### config.mk
export PLATFORM = sky130hd
export DESIGN_NAME = ram_pixel_streamer
export DESIGN_NICKNAME = d
export VERILOG_FILES = /design/src/rtl/ram_stream_pkg.sv /design/src/rtl/rd_skid_fifo.sv /design/src/rtl/ram_pixel_streamer.sv
export SDC_FILE = /design/constraint.sdc
export NUM_CORES = 1
export LEC_CHECK = 0
export ABC_CLOCK_PERIOD_IN_PS = 3600
export BUFFER_PORTS_ARGS = -buffer_cell sky130_fd_sc_hd__clkbuf_2
export CORE_ASPECT_RATIO = 0.9
export CORE_UTILIZATION = 35
export CTS_BUF_LIST = sky130_fd_sc_hd__clkbuf_4 sky130_fd_sc_hd__clkbuf_8
export DETAILED_ROUTE_END_ITERATION = 10
export PLACE_DENSITY = 0.66
export SLEW_MARGIN = 10
export SYNTH_ARGS = -nofsm -noshare
export SYNTH_HDL_FRONTEND = slang
export SYNTH_SLANG_ARGS = --single-unit
### constraint.sdc
create_clock -name clk -period 3.6 [get_ports clk]
set_clock_uncertainty 0.2 [all_clocks]
set_input_delay 0.18 -clock clk [delete_from_list [all_inputs] [get_ports clk]]
set_output_delay 0.18 -clock clk [all_outputs]
set_load 0.01 [all_outputs]
### src/rtl/ram_stream_pkg.sv
// ram_stream_pkg: FSM state type and default widths shared by ram_pixel_streamer.
package ram_stream_pkg;
   typedef enum logic [1:0] {IDLE, RUN, FINISH} state_t;
   localparam int DEF_ADDR_W = 12;
   localparam int DEF_DATA_W = 8;
endpackage

### src/rtl/rd_skid_fifo.sv
// rd_skid_fifo: 2-entry FIFO for RAM read data plus last flag; clr empties it.
module rd_skid_fifo #(
   parameter int W = 9
) (
   input  logic         clk,
   input  logic         rst,
   input  logic         clr,
   input  logic         push,
   input  logic         pop,
   input  logic [W-1:0] din,
   output logic [W-1:0] dout,
   output logic         full,
   output logic         empty,
   output logic [1:0]   count
);
   logic [W-1:0] mem [2];
   logic wp, rp;
   always_ff @(posedge clk)
      if (rst || clr) begin
         wp    <= 1'b0;
         rp    <= 1'b0;
         count <= 2'd0;
      end else begin
         if (push) mem[wp] <= din;
         wp    <= wp ^ push;
         rp    <= rp ^ pop;
         count <= count + {1'b0, push} - {1'b0, pop};
      end
   assign dout  = mem[rp];
   assign full  = count == 2'd2;
   assign empty = count == 2'd0;
endmodule

### src/rtl/ram_pixel_streamer.sv
// ram_pixel_streamer: streams an image out of a single-port RAM and writes results back.
// Define RAM_STREAMER_STALL_CNT_EN to add the stall_cnt output.
module ram_pixel_streamer
   import ram_stream_pkg::*;
#(
   parameter int ADDR_W  = DEF_ADDR_W,
   parameter int DATA_W  = DEF_DATA_W,
   parameter int RD_BASE = 0,
   parameter int RD_LEN  = 2048,
   parameter int WR_BASE = 2048,
   parameter int WR_LEN  = 2048
) (
   input  logic              clk,
   input  logic              rst,
   input  logic              start,
   output logic              busy,
   output logic              done,
   output logic              ram_w_en,
   output logic              ram_r_en,
   output logic [ADDR_W-1:0] ram_addr,
   output logic [DATA_W-1:0] ram_wdata,
   input  logic [DATA_W-1:0] ram_rdata,
   output logic              pix_valid,
   input  logic              pix_ready,
   output logic [DATA_W-1:0] pix_data,
   output logic              pix_last,
   input  logic              res_valid,
   output logic              res_ready,
   input  logic [DATA_W-1:0] res_data
`ifdef RAM_STREAMER_STALL_CNT_EN
   ,
   output logic [15:0]       stall_cnt
`endif
);
   localparam int CW = ADDR_W + 1;
   localparam logic [CW-1:0] RD_N    = CW'(RD_LEN);
   localparam logic [CW-1:0] WR_N    = CW'(WR_LEN);
   localparam logic [CW-1:0] LAST_IX = CW'(RD_LEN - 1);

   state_t state;
   logic [CW-1:0] rd_issued, rd_sent, wr_cnt;
   logic inflight, inflight_last, go, pop, w_fire, r_fire, fempty, ffull;
   logic [1:0] fcount;
   logic [2:0] occ;
   logic [DATA_W:0] fdout;

   assign busy      = state == RUN;
   assign done      = state == FINISH;
   assign go        = start && !busy;
   assign res_ready = busy && wr_cnt < WR_N;
   assign w_fire    = res_valid && res_ready;
   assign pix_valid = !fempty;
   assign pop       = pix_valid && pix_ready;
   // Occupancy after this cycle's pop, so a steady stream issues one read per cycle.
   assign occ       = {1'b0, fcount} + {2'b0, inflight} - {2'b0, pop};
   assign r_fire    = busy && !w_fire && rd_issued < RD_N && occ < 3'd2 && (!ffull || pop);
   assign ram_w_en  = w_fire;
   assign ram_r_en  = r_fire;
   assign ram_addr  = w_fire ? ADDR_W'(WR_BASE) + wr_cnt[ADDR_W-1:0] :
                      r_fire ? ADDR_W'(RD_BASE) + rd_issued[ADDR_W-1:0] : '0;
   assign ram_wdata = w_fire ? res_data : '0;
   assign pix_data  = fdout[DATA_W-1:0];
   assign pix_last  = pix_valid && fdout[DATA_W];

   always_ff @(posedge clk)
      if (rst) begin
         state         <= IDLE;
         rd_issued     <= '0;
         rd_sent       <= '0;
         wr_cnt        <= '0;
         inflight      <= 1'b0;
         inflight_last <= 1'b0;
      end else begin
         inflight      <= r_fire;
         inflight_last <= r_fire && rd_issued == LAST_IX;
         if (go) begin
            state     <= RUN;
            rd_issued <= '0;
            rd_sent   <= '0;
            wr_cnt    <= '0;
         end else if (busy) begin
            rd_issued <= rd_issued + CW'(r_fire);
            rd_sent   <= rd_sent + CW'(pop);
            wr_cnt    <= wr_cnt + CW'(w_fire);
            if (rd_sent == RD_N && wr_cnt == WR_N) state <= FINISH;
         end
      end

   rd_skid_fifo #(.W(DATA_W + 1)) u_fifo (
      .clk   (clk),
      .rst   (rst),
      .clr   (go),
      .push  (inflight),
      .pop   (pop),
      .din   ({inflight_last, ram_rdata}),
      .dout  (fdout),
      .full  (ffull),
      .empty (fempty),
      .count (fcount)
   );

`ifdef RAM_STREAMER_STALL_CNT_EN
   always_ff @(posedge clk)
      if (rst || go) stall_cnt <= '0;
      else if (busy && pix_valid && !pix_ready && stall_cnt != 16'hFFFF) stall_cnt <= stall_cnt + 16'd1;
`endif
endmodule

## Yosys cells after proc, flatten, opt, wreduce, memory -nomap -nowiden

Memory sizes are Yosys's and may differ from the RTL's. A register that Yosys moved wholly into a read port is not among the register bits.
Cells that the tools add are included.

- Word-level logic and storage cells: 63
- Output and inout port bits: 35
- Memories: 1
- Bits of input ports: 21
- RAM bits: 18
- Register bits: 47

- Magnitude comparators: 3
- Add/subtract/negate cells: 8
- Bitwise gates (word level): 2
- Multiplexer cells: 10
- Reductions and logical operators: 23
- Eq/ne operators: 6

Memories:

| name | depth | width | rd ports | clocked after memory_dff | wr ports | line | text |
|---|---|---|---|---|---|---|---|
| u_fifo.mem | 2 | 9 | 1 | 1 | 1 | rd_skid_fifo.sv:16 | `logic [W-1:0] mem [2];` |

Operator list:

| kind | number |
|---|---|
| adder 13 x 1 -> 13 bit | 3 |
| equality test 13 x 12 -> 1 bit, second input constant | 2 |
| < comparator 13 x 12 -> 1 bit, second input constant | 2 |
| 2-to-1 mux 12 bit | 2 |
| equality test 13 x 11 -> 1 bit, second input constant | 1 |
| adder 12 bit, first input constant | 1 |
| logical AND 1 bit | 11 |
| 2-to-1 mux 8 bit | 1 |
| 2-to-1 mux 1 bit | 7 |
| equality test 2 bit, second input constant | 2 |
| logical NOT 1 bit | 4 |
| AND reduction 2 bit | 2 |
| nonzero test 2 bit | 2 |
| adder 2 x 1 -> 3 bit | 1 |
| < comparator 3 x 2 -> 1 bit, second input constant | 1 |
| subtractor 3 x 1 -> 3 bit | 1 |
| adder 2 x 1 -> 2 bit | 1 |
| equality test 2 x 1 -> 1 bit, second input constant | 1 |
| logical NOT 2 bit | 1 |
| logical OR 1 bit | 2 |
| OR reduction 2 bit | 1 |
| subtractor 2 x 1 -> 2 bit | 1 |
| bitwise XOR 1 bit | 2 |

## Depth between registers and ports, before layout

- Depth in word-level cells: 10
- Mapped depth: 17
- Mapped depth without buffers: 16

## Modules after synthesis

A second synthesis with hierarchy kept.

- Cell total of the unflattened synthesis: 315
- Area, all modules: 3,111.7 sq um

By module, submodules not included:

| module | seq. area each (sq um) | area each (sq um) | cells an instance | times used |
|---|---|---|---|---|
| ram_pixel_streamer | 860.8 | 2,254.7 | 267 | 1 |
| rd_skid_fifo | 620.6 | 857.1 | 48 | 1 |

## Worst setup path after synthesis

Ideal clock, no wire load.

- Path kind: register to register
- Start: register u_fifo.count[1]
- End: register rd_issued[12]
- Arrival time: 3.025 ns
- Library setup time: 0.128 ns
- Clock period less this slack: 3.352 ns
- Required time: 3.272 ns
- Buffers on the path: 1
- Stages on the path, launching flop included: 17
- Setup slack: 0.248 ns
- Cells stage by stage: dfxtp_1 nor2_1 inv_1 nand2_1 mux2i_1 ha_1 inv_1 fa_1 nand3_1 nor3_1 buf_2 ha_1 ha_1 nand3b_1 nor4_1 xnor2_1 nor2_1

- Cells in the longest elaborated chain, start to end: 8
- Elaborated cells between the ends (all ways): 12
- Classes of those cells: add/sub: 3; order compare: 1; eq/ne: 1; reduce/logical: 7

RTL lines:

| item | line | text |
|---|---|---|
| from (decl) | rd_skid_fifo.sv:14 | `output logic [1:0] count` |
| from (signal assigned) | rd_skid_fifo.sv:27 | `count <= count + {1'b0, push} - {1'b0, pop};` |
| logical NOT 2 bit * | rd_skid_fifo.sv:31 | `assign empty = count == 2'd0;` |
| logical NOT 1 bit * | ram_pixel_streamer.sv:52 | `assign pix_valid = !fempty;` |
| via pix_valid | ram_pixel_streamer.sv:23 | `output logic pix_valid,` |
| logical AND 1 bit * | ram_pixel_streamer.sv:53 | `assign pop = pix_valid && pix_ready;` |
| subtractor 3 x 1 -> 3 bit | ram_pixel_streamer.sv:55 | `assign occ = {1'b0, fcount} + {2'b0, inflight} - {2'b0, pop};` |
| < comparator 3 x 2 -> 1 bit | ram_pixel_streamer.sv:56 | `assign r_fire = busy && !w_fire && rd_issued < RD_N && occ < 3'd2 && (!ffull \|\| pop);` |
| logical AND 1 bit | ram_pixel_streamer.sv:56 |  |
| logical AND 1 bit * | ram_pixel_streamer.sv:56 |  |
| via ram_r_en | ram_pixel_streamer.sv:19 | `output logic ram_r_en,` |
| adder 13 x 1 -> 13 bit * | ram_pixel_streamer.sv:82 | `rd_issued <= rd_issued + CW'(r_fire);` |
| to (signal assigned) | ram_pixel_streamer.sv:82 |  |
| to (decl) | ram_pixel_streamer.sv:41 | `logic [CW-1:0] rd_issued, rd_sent, wr_cnt;` |

Mark *: on every way through the listed nets, which the timed path passes. The rest lies on a longest branch.
A chain may end at the register's enable or synchronous reset.

## Final worst setup path

- Start: register u_fifo.count[0]
- End: register rd_issued[10]

- Cells in the longest elaborated chain, start to end: 8
- Elaborated cells between the ends (all ways): 12
- Classes of those cells: add/sub: 3; order compare: 1; eq/ne: 1; reduce/logical: 7

RTL lines:

| item | line |
|---|---|
| parallel branches: the longest is 6 deep, another holds adder 2 x 1 -> 3 bit | n/a |
| logical AND 1 bit * | ram_pixel_streamer.sv:56 |
| adder 13 x 1 -> 13 bit * | ram_pixel_streamer.sv:82 |

Every way passes the cells marked *.

==> impl_metrics.ini <==
[logic_synthesis]
ys_ff_latch = 65
yosys.area_share.adder_pct = 3.14
synth_cell_types = 41
synth_fp_nets = 336
synth.top_cells.by_count = dfxtp_1 (47), nor2_1 (37), nand2_1 (28)
synth_xor_area_share_pct = 8.10
synth_area_sq_um = 3030
synthArstFlopShare_pct = 0
yosys.area.top_type = dfxtp_1
yosysSeqAreaShare_pct = 48.9
synth_warnings = 0
synth_compound_area_share_pct = 7.61
yosys.area.top_type_share_pct = 31.1
syn_avg_cell_area_sq_um = 9.83
synth_area_leaders = dfxtp_1 (31%), edfxtp_1 (18%), xor2_1 (5.2%), nor2_1 (4.6%), nand2_1 (3.5%)
synth-edff-count = 18
synth_most_common_cell = dfxtp_1
syn_inst = 308
synth_flop_cell = dfxtp_1
muxShareOfSynthArea_pct = 4.01
synth_top_family_by_area = simple AND/OR/NAND/NOR gates
synthSimpleGateAreaFrac_pct = 25.9

[power]
cellPowerDensity_nw_per_um2 = 391
ir_worst_vdd_uv = 197
power_frac_comb_pct = 7.2
p_int_uw = 1130
switchingPower_uw = 340
p_clk_share_pct = 40.6
seqPwrFrac_pct = 52.2
swShare_pct = 23.2
leakage_uw = 0.00142
report.power.total_uw = 1470

[timing]
slew_viol_final = 0
final-hold-violation-count = 0
rsz0062_at_grt = false
tns_ps = 0
maxSlewHeadroom_pct = 22.2
worstMarginPinSlew_ps = 1170
fin_crit_ps = 3300
fin_crit_sh_pct = 91.7
finalSetupViolCount = 0
max_freq_mhz = 303
timing.final.ws_setup_ps = 300

[global_route]
grt_use_total_pct = 16.1
grt_max_degree = 36
grt_pass1_vias = 2306
antenna_found_initial = 0
use_met2_pct = 23.6
top_usage_layer = met2
gr-usage-met3_pct = 4.82
overflow = 0
grt_pass1_wl_mm = 11.4
met1_usage_pct = 22.7

[floorplan]
die_x_um = 100
design.die.area_sq_um = 9020
core_sq_um = 8220
ios = 56
die_y_um = 90.2
rows = 31
initial_utilization_pct = 36.8

[setup_path]
cp_common_cell = ha_1
crit_required_ps = 3580
slowest_delay_ps = 500
setup.worst_path.class = reg -> reg
critPathTopFamily = simple AND/OR/NAND/NOR gates
critPathSlowestCell = fa_1
cp-end-kind = flop
path_max_fanout = 6
worstPathBufferInverterCount = 2
arrival_ps = 3280
crit_path_start_kind = flop
path_cells = nor2_1, inv_1, nand2_1, mux2i_1, ha_1, inv_1, fa_1, nand3_1, nor3_2, ha_1, ha_1, nand3b_1, nor3_1, xnor2_1, nor2_1

[clock_network]
clkLatencyLatePin_ps = 340
numCtsBuffers = 9
htreeDepth = 3
clk_pin_slew_ps = 70
cts.sinks = 65
clockBufferDepth = 2
cts_tree = yes
root_buffer = clkbuf_8

[place]
placedCellCount = 470
gp_congestion = 0.795
io_buffers = 55
pre_cts_slack_ps = 154
dp.final_hpwl_mm = 4.76
placedInstanceArea_sq_um = 3430

[layout]
layout-drive-gt1-share_pct = 23.8
nFillCells = 825
final_cells = 497
fin_nets = 405
area_growth_pct = 23.7
postLayoutCellArea_sq_um = 3740
num_antenna_cells = 0

[routing]
wl_mm = 7.02
drt_iter0_drc = 90
dr.pass1.iters = 4
final_antenna_net_count = 0
num_vias = 2499
wire_per_inst_um = 14.1
vias_per_cell = 5.03
route.detailed.drc = 0

[hold_path]
hp-class = in -> reg

[outcome]
outcome = completed

[job]
cap_viol_max_count = 0
-- per-stage QoR --
stage	hold slack, ps	utilization, %
floorplan	59.3	-
global placement	174	41.7
detailed placement	177	41.7
CTS	87.9	45.2
global route	112	45.5
finish	99.3	45.5
-- registers in the layout, summed over array words and instances (netlist names) --
signal and flops:
inflight 1, inflight_last 1, rd_issued 13, rd_sent 13, state 2, u_fifo.count 2
u_fifo.mem 18, u_fifo.rp 1, u_fifo.wp 1, wr_cnt 13
-- cells by family (layout without fill, tap and decap cells) --
logic type | Yosys count | in the layout
flops | 65 | 65
simple gates | 145 | 145
compound gates | 35 | 35
fa+ha+maj | 7 | 7
xor+xnor | 28 | 28
mux | 11 | 11
buf+inv | 17 | 91
-- what timing repair did --
item | 4_1_cts | 5_1_grt
endpoints found under the setup margin | 0 | 4
resized for setup | 0 | 5
setup buffers | 0 | 1
endpoints found under the hold margin | 18 | 0
hold buffers | 10 | 0
-- path summary, 6_finish.rpt --
path / start / to / slack, ps / depth (start not counted)
max: u_fifo.count[0] / rd_issued[10] / 300 / 15
min: start / state[1] / 100 / 4
max reg2reg: u_fifo.count[0] / rd_issued[10] / 300 / 15
min reg2reg: inflight_last / u_fifo.mem[1][8] / 240 / 0
-- cell type report --
class | instances | area (sq um) | area share, %
multi-input combinational | 226 | 1490 | 39.8
sequential | 65 | 1480 | 39.6
timing repair buffer | 71 | 420 | 11.2
tap | 115 | 144 | 3.84
clock buffer | 10 | 131 | 3.51
clock inverter | 6 | 58.8 | 1.57
inverter | 4 | 15.0 | 0.401
-- layer usage --
metal	share of wire, %	vias up
met5	0	-
met4	0.71	0
met3	4.7	6
met2	43	60
met1	51	1184
li1	-	1249
-- layout by cell type (no fill, tap or decap), types with 11 or more instances in the layout --
master    Yosys  routed
a21oi_1      12      12
and2_1       11      11
clkbuf_2      1      55
dfxtp_1      47      45
edfxtp_1     18      18
nand2_1      28      28
nand4_1      13      13
nor2_1       37      37
xor2_1       18      18
-- power groups by stage --
stage	Combinational [uW]	Sequential (uW)	Clock (uW)
floorplan	55.8	779	0
global placement	95.3	780	0
detailed placement	97.0	781	0
CTS	106	764	614
global route	117	765	645
finish	106	764	595
-- worst register-to-register path: stages, from the launching register on --
cell      delay, ps
dfxtp_2         370
nor2_1           70
inv_1            80
nand2_1         120
mux2i_1         150
ha_1            160
inv_1            50
fa_1            500
nand3_1         110
nor3_2          240
ha_1            220
ha_1            190
nand3b_1        230
nor3_1          260
xnor2_1         140
nor2_1           50
No activity file was read; power rests on OpenSTA's default activity.
